$ cat src/rtl/fir_dec_sched.sv
// Sequencing controller for the polyphase FIR decimator core.
// Paces samples, drives core strobes, decimates results, loads coefficients.
module fir_dec_sched #(
  parameter int ORD         = 255,
  parameter int D           = 100,
  parameter int COEFF_SIZE  = 16,
  parameter int SAMPLE_SIZE = 16,
  parameter int MAC_NUM     = 1,
  parameter int MAC_LAT     = 2,
  localparam int MAC_SIZE   = (ORD + MAC_NUM) / MAC_NUM,
  localparam int AW         = $clog2(ORD + 1),
  localparam int OW         = SAMPLE_SIZE + COEFF_SIZE
) (
  input  logic                   clk,
  input  logic                   nrst,
  input  logic                   en_in,
  input  logic                   s_valid,
  output logic                   s_ready,
  input  logic [SAMPLE_SIZE-1:0] s_data,
  output logic                   m_valid,
  output logic [OW-1:0]          m_data,
  input  logic                   cl_start,
  input  logic                   cl_valid,
  output logic                   cl_ready,
  input  logic [COEFF_SIZE-1:0]  cl_data,
  output logic                   cl_done,
  output logic                   f_en,
  output logic                   f_clk_fs,
  output logic                   f_clk_fs_d0,
  output logic                   f_clk_fs_d1,
  output logic                   f_clk_fs_d2,
  output logic [SAMPLE_SIZE-1:0] f_din,
  input  logic [OW-1:0]          f_dout,
  output logic                   f_c_we,
  output logic [COEFF_SIZE-1:0]  f_c_in,
  output logic [AW-1:0]          f_c_addr
);

  localparam int MW   = MAC_SIZE + MAC_LAT;
  localparam int CW   = $clog2(MW) + 1;
  localparam int PW   = $clog2(D + 1);

  localparam logic [CW-1:0] STRB_LAST = CW'(3);
  localparam logic [CW-1:0] MACW_LAST = CW'(MW - 1);
  localparam logic [PW-1:0] PH_LAST   = PW'(D - 1);
  localparam logic [AW-1:0] ADDR_LAST = AW'(ORD);

  typedef enum logic [2:0] {
    IDLE,
    RUN,
    STRB,
    MACW,
    LOAD
  } state_t;

  state_t                 state_q, state_d;
  logic [CW-1:0]          cnt_q, cnt_d;
  logic [PW-1:0]          phase_q, phase_d;
  logic [AW-1:0]          addr_q, addr_d;
  logic                   pend_q, pend_d;
  logic [SAMPLE_SIZE-1:0] din_q, din_d;
  logic [OW-1:0]          mdata_q, mdata_d;
  logic                   mvalid_q, mvalid_d;
  logic                   cdone_q, cdone_d;
  logic [COEFF_SIZE-1:0]  cin_q, cin_d;
  logic [AW-1:0]          caddr_q, caddr_d;

  logic in_run;
  logic in_strb;
  logic in_load;
  logic accept;

  assign in_run  = (state_q == RUN);
  assign in_strb = (state_q == STRB);
  assign in_load = (state_q == LOAD);

  // Sample intake only while running with no load waiting.
  assign s_ready = in_run & en_in & ~pend_q;
  assign accept  = s_valid & s_ready;

  // Core strobes decode straight from the registered state and counter.
  always_comb begin
    f_en        = in_strb;
    f_clk_fs    = 1'b0;
    f_clk_fs_d0 = 1'b0;
    f_clk_fs_d1 = 1'b0;
    f_clk_fs_d2 = 1'b0;
    if (in_strb) begin
      unique case (cnt_q[1:0])
        2'd0: f_clk_fs    = 1'b1;
        2'd1: f_clk_fs_d0 = 1'b1;
        2'd2: f_clk_fs_d1 = 1'b1;
        2'd3: f_clk_fs_d2 = 1'b1;
        default: f_clk_fs = 1'b0;
      endcase
    end
  end

  assign cl_ready = in_load;
  assign f_c_we   = in_load;
  assign cl_done  = cdone_q;
  assign f_c_in   = cin_q;
  assign f_c_addr = caddr_q;
  assign f_din    = din_q;
  assign m_data   = mdata_q;
  assign m_valid  = mvalid_q;

  // Next-state, counters, capture and coefficient beat handling.
  always_comb begin
    state_d  = state_q;
    cnt_d    = cnt_q;
    phase_d  = phase_q;
    addr_d   = addr_q;
    pend_d   = pend_q;
    din_d    = din_q;
    mdata_d  = mdata_q;
    mvalid_d = 1'b0;
    cdone_d  = 1'b0;
    cin_d    = cin_q;
    caddr_d  = caddr_q;
    unique case (state_q)
      IDLE: begin
        if (cl_start || pend_q) begin
          state_d = LOAD;
        end else if (en_in) begin
          state_d = RUN;
        end
      end
      RUN: begin
        if (cl_start) begin
          pend_d = 1'b1;
        end
        if (accept) begin
          din_d   = s_data;
          cnt_d   = '0;
          state_d = STRB;
        end else if (pend_q) begin
          state_d = LOAD;
        end else if (!en_in) begin
          state_d = IDLE;
        end
      end
      STRB: begin
        if (cl_start) begin
          pend_d = 1'b1;
        end
        if (cnt_q == STRB_LAST) begin
          cnt_d   = '0;
          state_d = MACW;
        end else begin
          cnt_d = cnt_q + 1'b1;
        end
      end
      MACW: begin
        if (cl_start) begin
          pend_d = 1'b1;
        end
        if (cnt_q == MACW_LAST) begin
          cnt_d   = '0;
          mdata_d = f_dout;
          state_d = RUN;
          if (phase_q == PH_LAST) begin
            mvalid_d = 1'b1;
            phase_d  = '0;
          end else begin
            phase_d = phase_q + 1'b1;
          end
        end else begin
          cnt_d = cnt_q + 1'b1;
        end
      end
      LOAD: begin
        if (cl_valid) begin
          cin_d   = cl_data;
          caddr_d = addr_q;
          if (addr_q == ADDR_LAST) begin
            addr_d  = '0;
            phase_d = '0;
            pend_d  = 1'b0;
            cdone_d = 1'b1;
            state_d = en_in ? RUN : IDLE;
          end else begin
            addr_d = addr_q + 1'b1;
          end
        end
      end
      default: begin
        state_d = IDLE;
      end
    endcase
  end

  // State and datapath registers with asynchronous clear.
  always_ff @(posedge clk or negedge nrst) begin
    if (!nrst) begin
      state_q  <= IDLE;
      cnt_q    <= '0;
      phase_q  <= '0;
      addr_q   <= '0;
      pend_q   <= 1'b0;
      din_q    <= '0;
      mdata_q  <= '0;
      mvalid_q <= 1'b0;
      cdone_q  <= 1'b0;
      cin_q    <= '0;
      caddr_q  <= '0;
    end else begin
      state_q  <= state_d;
      cnt_q    <= cnt_d;
      phase_q  <= phase_d;
      addr_q   <= addr_d;
      pend_q   <= pend_d;
      din_q    <= din_d;
      mdata_q  <= mdata_d;
      mvalid_q <= mvalid_d;
      cdone_q  <= cdone_d;
      cin_q    <= cin_d;
      caddr_q  <= caddr_d;
    end
  end

endmodule

$ cat config.mk
export PLATFORM = sky130hd
export DESIGN_NAME = fir_dec_sched
export DESIGN_NICKNAME = d
export VERILOG_FILES = /design/src/rtl/fir_dec_sched.sv
export SDC_FILE = /design/constraint.sdc
export NUM_CORES = 1
export LEC_CHECK = 0
export BUFFER_PORTS_ARGS = -buffer_cell sky130_fd_sc_hd__buf_4
export CAP_MARGIN = 20
export CORE_MARGIN = 8
export CORE_UTILIZATION = 40
export CTS_CLUSTER_SIZE = 28
export DETAILED_ROUTE_END_ITERATION = 10
export GPL_TIMING_DRIVEN = 0
export PLACE_DENSITY = 0.66
export SLEW_MARGIN = 40
export SYNTH_ARGS = -nofsm -noshare
export SYNTH_HDL_FRONTEND = slang
export SYNTH_SLANG_ARGS = --single-unit
$ cat constraint.sdc
create_clock -name clk -period 2.4 [get_ports clk]
set_clock_uncertainty 0.1 [all_clocks]
set_input_delay 0 -clock clk [delete_from_list [all_inputs] [get_ports clk]]
set_output_delay 0 -clock clk [all_outputs]
set_load 0.01 [all_outputs]
[After elaboration in Yosys (flattened, before gate mapping)]
Index checks and enable logic that the tools add are counted.
Storage, ports and cells
  register bits after elaboration: 103
  output and inout bits: 82
  input port bits: 70
Operators by class
  $add $sub $neg: 3
  bitwise logic cells: 4
  equal/unequal tests: 19
  reductions and logical operators: 14
  mux-type cells: 39
Operator list (count)
  $mux 10: 3
  $pmux 10 s3: 1
  $mux 7: 4
  $mux 3: 9
  $mux 1: 18
  $pmux 3 s5: 1
  $pmux 7 s2: 1
  $add 10x1->10 const B: 1
  $eq 10x2->1 const B: 1
  $eq 10x9->1 const B: 1
  $add 8x1->8 const B: 1
  $eq 8x8->1 const B: 1
  $mux 8: 1
  $ne 2x1->1 const B: 4
  $reduce_and 2->1: 4
  $reduce_and 4->1: 2
  $add 7x1->7 const B: 1
  $eq 7x7->1 const B: 1
  $eq 3x2->1 const B: 2
  $reduce_and 6->1: 1
  $eq 2x2->1 const B: 2
  $ne 2x2->1 const B: 2
  $ne 4x3->1 const B: 1
  $reduce_bool 2->1: 2
  other kinds (12): 14

[Longest topological paths before layout]
  depth in word-level cells: 6
  gate-level depth with buffers: 8

[Worst setup path before layout]
Ideal clock, no wire load.
  path type: reg-to-reg
  start: register cnt_q[1]
  end: register cnt_q[7]
  period minus slack after synthesis: 1.761 ns
  path slack: 0.639 ns
  data arrival time: 1.593 ns
  library setup time: 0.069 ns
  stages on the path, launching flop included: 7
  cell sequence: dfrtp_1 -> inv_1 -> ha_1 -> and3_1 -> o211ai_1 -> or4b_1 -> nand3_1
On the way
  word-level cells in the longest chain between the ends: 3
Ends and longest elaborated chain
  from (decl): RTL line 57  | logic [CW-1:0] cnt_q, cnt_d;
  from (signal assigned): RTL line 209  | cnt_q <= cnt_d;
  $add 10x1->10, or another cell as far along: RTL line 151, 169
  $mux 10, on equally long branches: RTL line 158, 147
  $pmux 10 s3 (*): RTL line 121  | unique case (state_q)
Every way passes the cells marked *; elsewhere a longest branch is shown, timed or not.
A chain may end at the register's enable or synchronous reset.

[Final worst setup path]
  start: register state_q[1]
  end: register din_q[3], in the netlist f_din[3]
On the way
  word-level cells in the longest chain between the ends: 5
Ends and longest elaborated chain
  from (decl): RTL line 56  | state_t state_q, state_d;
  from (signal assigned): RTL line 208  | state_q <= state_d;
  $eq 3x1->1 (*): RTL line 73, 121
  $and 1x1->1 (2 in a row): RTL line 78  | assign s_ready = in_run & en_in & ~pend_q;
  $and 1x1->1: RTL line 79  | assign accept = s_valid & s_ready;
  $reduce_and 2->1 (no line) (*)
  to (signal assigned): RTL line 213  | din_q <= din_d;
  to (decl): RTL line 61  | logic [SAMPLE_SIZE-1:0] din_q, din_d;
Marks and branches as above.

==> metrics.csv <==
stage,metric,value,unit
critical_path,Worst EP required,2520,ps
sta,final setup violating endpoints,0,
clock_network,Resized cells post-CTS,0,
sta,Slew HR,61.89,%
synth,Ys Warns,0,
synth,"Seq/Total Area, Yosys",56.86,%
grt,first-pass GRT wire length,21.29,mm
synth,Avg Synthesized Cell Area,9.876,um^2
floorplan,Die Y,122.5,um
clock_network,Root Driver,clkbuf_16,
drt,Remaining DRCs,0,
final_layout,"commonest cells after routing, fill and taps aside","nand2_1, buf_4, dfrtp_1",
floorplan,Die Wd,122.5,um
clock_network,latest clock arrival within the worst-skew pair,340,ps
status,status,"complete, no violations",
power,internal power,0.003731,W
grt,largest net degree at the start of global routing,104,
critical_path,WS Path Type,reg2reg,
critical_path,crit-path max FO,8,
floorplan,core area,11220,um^2
synth,"Net Count, Synth",535,
power,Clk network pwr share,31.1,%
final_layout,area delta synth->final,53.82,%
power,fraction of power spent switching nets,29.86,%
clock_network,setup bufs post-CTS,0,
clock_network,"Reg clk slew, reported paths",70,ps
drt,First-pass DRT Iterations,4,
synth,Synth Register Bits,103,
floorplan,FP Rows,39,
critical_path,Critical Path AT,2260,ps
clock_network,Sink Count,103,
drt,post-route ant nets,0,
power,Sw Pwr,0.001589,W
clock_network,cts hold-fix bufs,75,
synth,Post-synth EDFFs,0,
clock_network,CTS tree,built,
synth,Mapped Area,4533,um^2
synth,Syn Inst Count,459,
synth,leading area contributor after synthesis,dfrtp_1,
critical_path,R2R cell count,6,
sta,Slew @ Worst Pin,570.4,ps
place,DP Area,5853,um^2
drt,DRT Wirelength,13.22,mm
critical_path,r2r startpoint,state_q[1],
critical_path,CP Capture Type,register,
drt,initial DRC count,293,
drt,drt wl/cell,15.62,um
clock_network,number of H-tree levels,3,
sta,Final Hold Viols,0,
critical_path,worst r2r dst,f_din[3],
drt,Via density,4.861,
min_path,min-delay worst type,in2async,
floorplan,num ports,152,
floorplan,die area,15000,um^2
sta,unrepaired setup endpoints after global routing,false,
clock_network,clock buffer depth,2,
floorplan,Initial Utilization,40.39,%
final_layout,"most common cell after layout, fill and taps aside",nand2_1,
clock_network,TritonCTS buffer count,9,
critical_path,Startpoint Class,register,
final_layout,post-route cell area,6973,um^2
grt,vias in the first global route,4291,
sta,fmax,467.0,MHz
power,Flop pwr share,41.9,%
sta,setup TNS,0,ps
critical_path,CP Launch Point,state_q[1],
run,Max-cap violations,0,
synth,Cell variety after synth,56,
synth,top-area cell type share of the netlist area,56.86,%
grt,gr usage total,17.84,%
synth,"Async S/R FF share, synth",100.0,%
synth,ranking of synthesized cells by area,"dfrtp_1, nand2_1, mux2_2",
power,Power Dens Cells,762.8,nW/um^2
place,Port-buffer cells,151,
sta,min Tclk post-route,2141,ps
drt,via count,4112,
final_layout,layout cell share with drive strength beyond 1,29.49,%
power,Logic pwr share,26.9,%
grt,initial antenna violation count,0,
place,Detailed Place HPWL,8.824,mm
critical_path,Worst R2R Setup Slack,260,ps
sta,max-slew violation count,0,
synth,Main synth FF type,dfrtp_1,
final_layout,nets@finish,773,
power,total power,0.005319,W
sta,"Period Utilization, post-route",89.21,%
place,RD Place Congestion,0.7880,
grt,grt total ovfl,0,
power,VDD IR max,0.5341,mV
power,leakage power,3.485,nW
-- layer usage --
layer  routed length, um  GRT usage [%]  up-vias
met2                6894          29.72      107
met5                   0              0        -
li1                    -              -     2015
met4                 225          8.378        0
met3                 874          5.382       19
met1                5222          20.77     1971
-- registers in the layout, indices dropped and copies added (netlist names), 3 cells and up --
signal    cells
cnt_q        10
phase_q       7
f_c_in       16
state_q       3
addr_q        8
m_data       32
f_c_addr      8
f_din        16
-- Yosys cell counts, types with 2 or more instances --
| cell type | count |
|---|---|
| nand3_1 | 10 |
| a21boi_0 | 2 |
| nor2_1 | 15 |
| a22o_1 | 5 |
| a21oi_1 | 3 |
| buf_2 | 5 |
| clkbuf_1 | 7 |
| nand4_2 | 2 |
| o21ai_0 | 6 |
| a31oi_1 | 4 |
| buf_4 | 7 |
| xor2_1 | 2 |
| nor2b_1 | 5 |
| nand3b_1 | 2 |
| o211ai_1 | 2 |
| ha_1 | 6 |
| dfrtp_1 | 103 |
| inv_1 | 9 |
| nand2_1 | 182 |
| o31ai_1 | 2 |
| and4_1 | 3 |
| and3_1 | 8 |
| mux2i_1 | 2 |
| xnor2_1 | 3 |
| nor3b_1 | 2 |
| and2_1 | 3 |
| o22ai_1 | 5 |
| mux2_2 | 17 |
| nand4_1 | 6 |
| or3_1 | 3 |
| nor3_1 | 3 |
-- cell families (layout without fill, tap and decap cells) --
group	after synthesis	after routing	synth area share (%)
other cells	0	1	0
fa+ha+maj	6	6	1.656
mux	19	19	4.665
xor+xnor	5	5	0.9662
simple gates	256	256	26.14
buf+inv	30	273	3.367
compound gates	40	40	6.348
flops	103	103	56.86
-- power groups by stage --
stage,clock network [W],registers (W),logic (W)
finish,0.00166,0.00223,0.00143
detailed placement,0,0.00226,0.00132
CTS,0.00170,0.00223,0.00144
global route,0.00175,0.00227,0.00159
global placement,0,0.00224,0.00129
floorplan,0,0.00230,0.000637
-- final cells by class --
| class | count | area (um^2) |
|---|---|---|
| antenna | 1 | 2.502 |
| buffer | 20 | 115.1 |
| clock buffer | 11 | 232.7 |
| clock inverter | 5 | 106.4 |
| fill | 928 | 4250 |
| inverter | 10 | 37.54 |
| multi-input combinational | 326 | 1803 |
| sequential | 103 | 2577 |
| tap | 143 | 178.9 |
| timing repair buffer | 227 | 1919 |
-- worst max-delay path: stages (launching register included) --
cell	delay, ps
dfrtp_1	360
buf_4	160
or2_4	250
nor3_4	180
nand2_4	130
mux2_2	280
dlygate4sd3_1	560
-- through the flow --
step	setup WS, ps	utilization (%)	hold slack (ps)	instances
after floorplan	638.8	-	-395.6	459
after global placement	433.6	52.08	88.65	753
after detailed placement	376.0	52.15	3.957	753
after CTS	266.5	61.86	7.450	844
after global routing	165.7	62.11	52.22	845
final	258.9	62.13	14.81	846
-- worst max path at each step --
stage,cells after the start,slack (ps),to
after floorplan,6,640,cnt_q[7]
after global placement,7,430,cnt_q[5]
after detailed placement,7,380,cnt_q[5]
after CTS,6,270,f_din[0]
after global routing,5,170,f_din[3]
final,6,260,f_din[3]
Power figures use the tool's default switching activity.
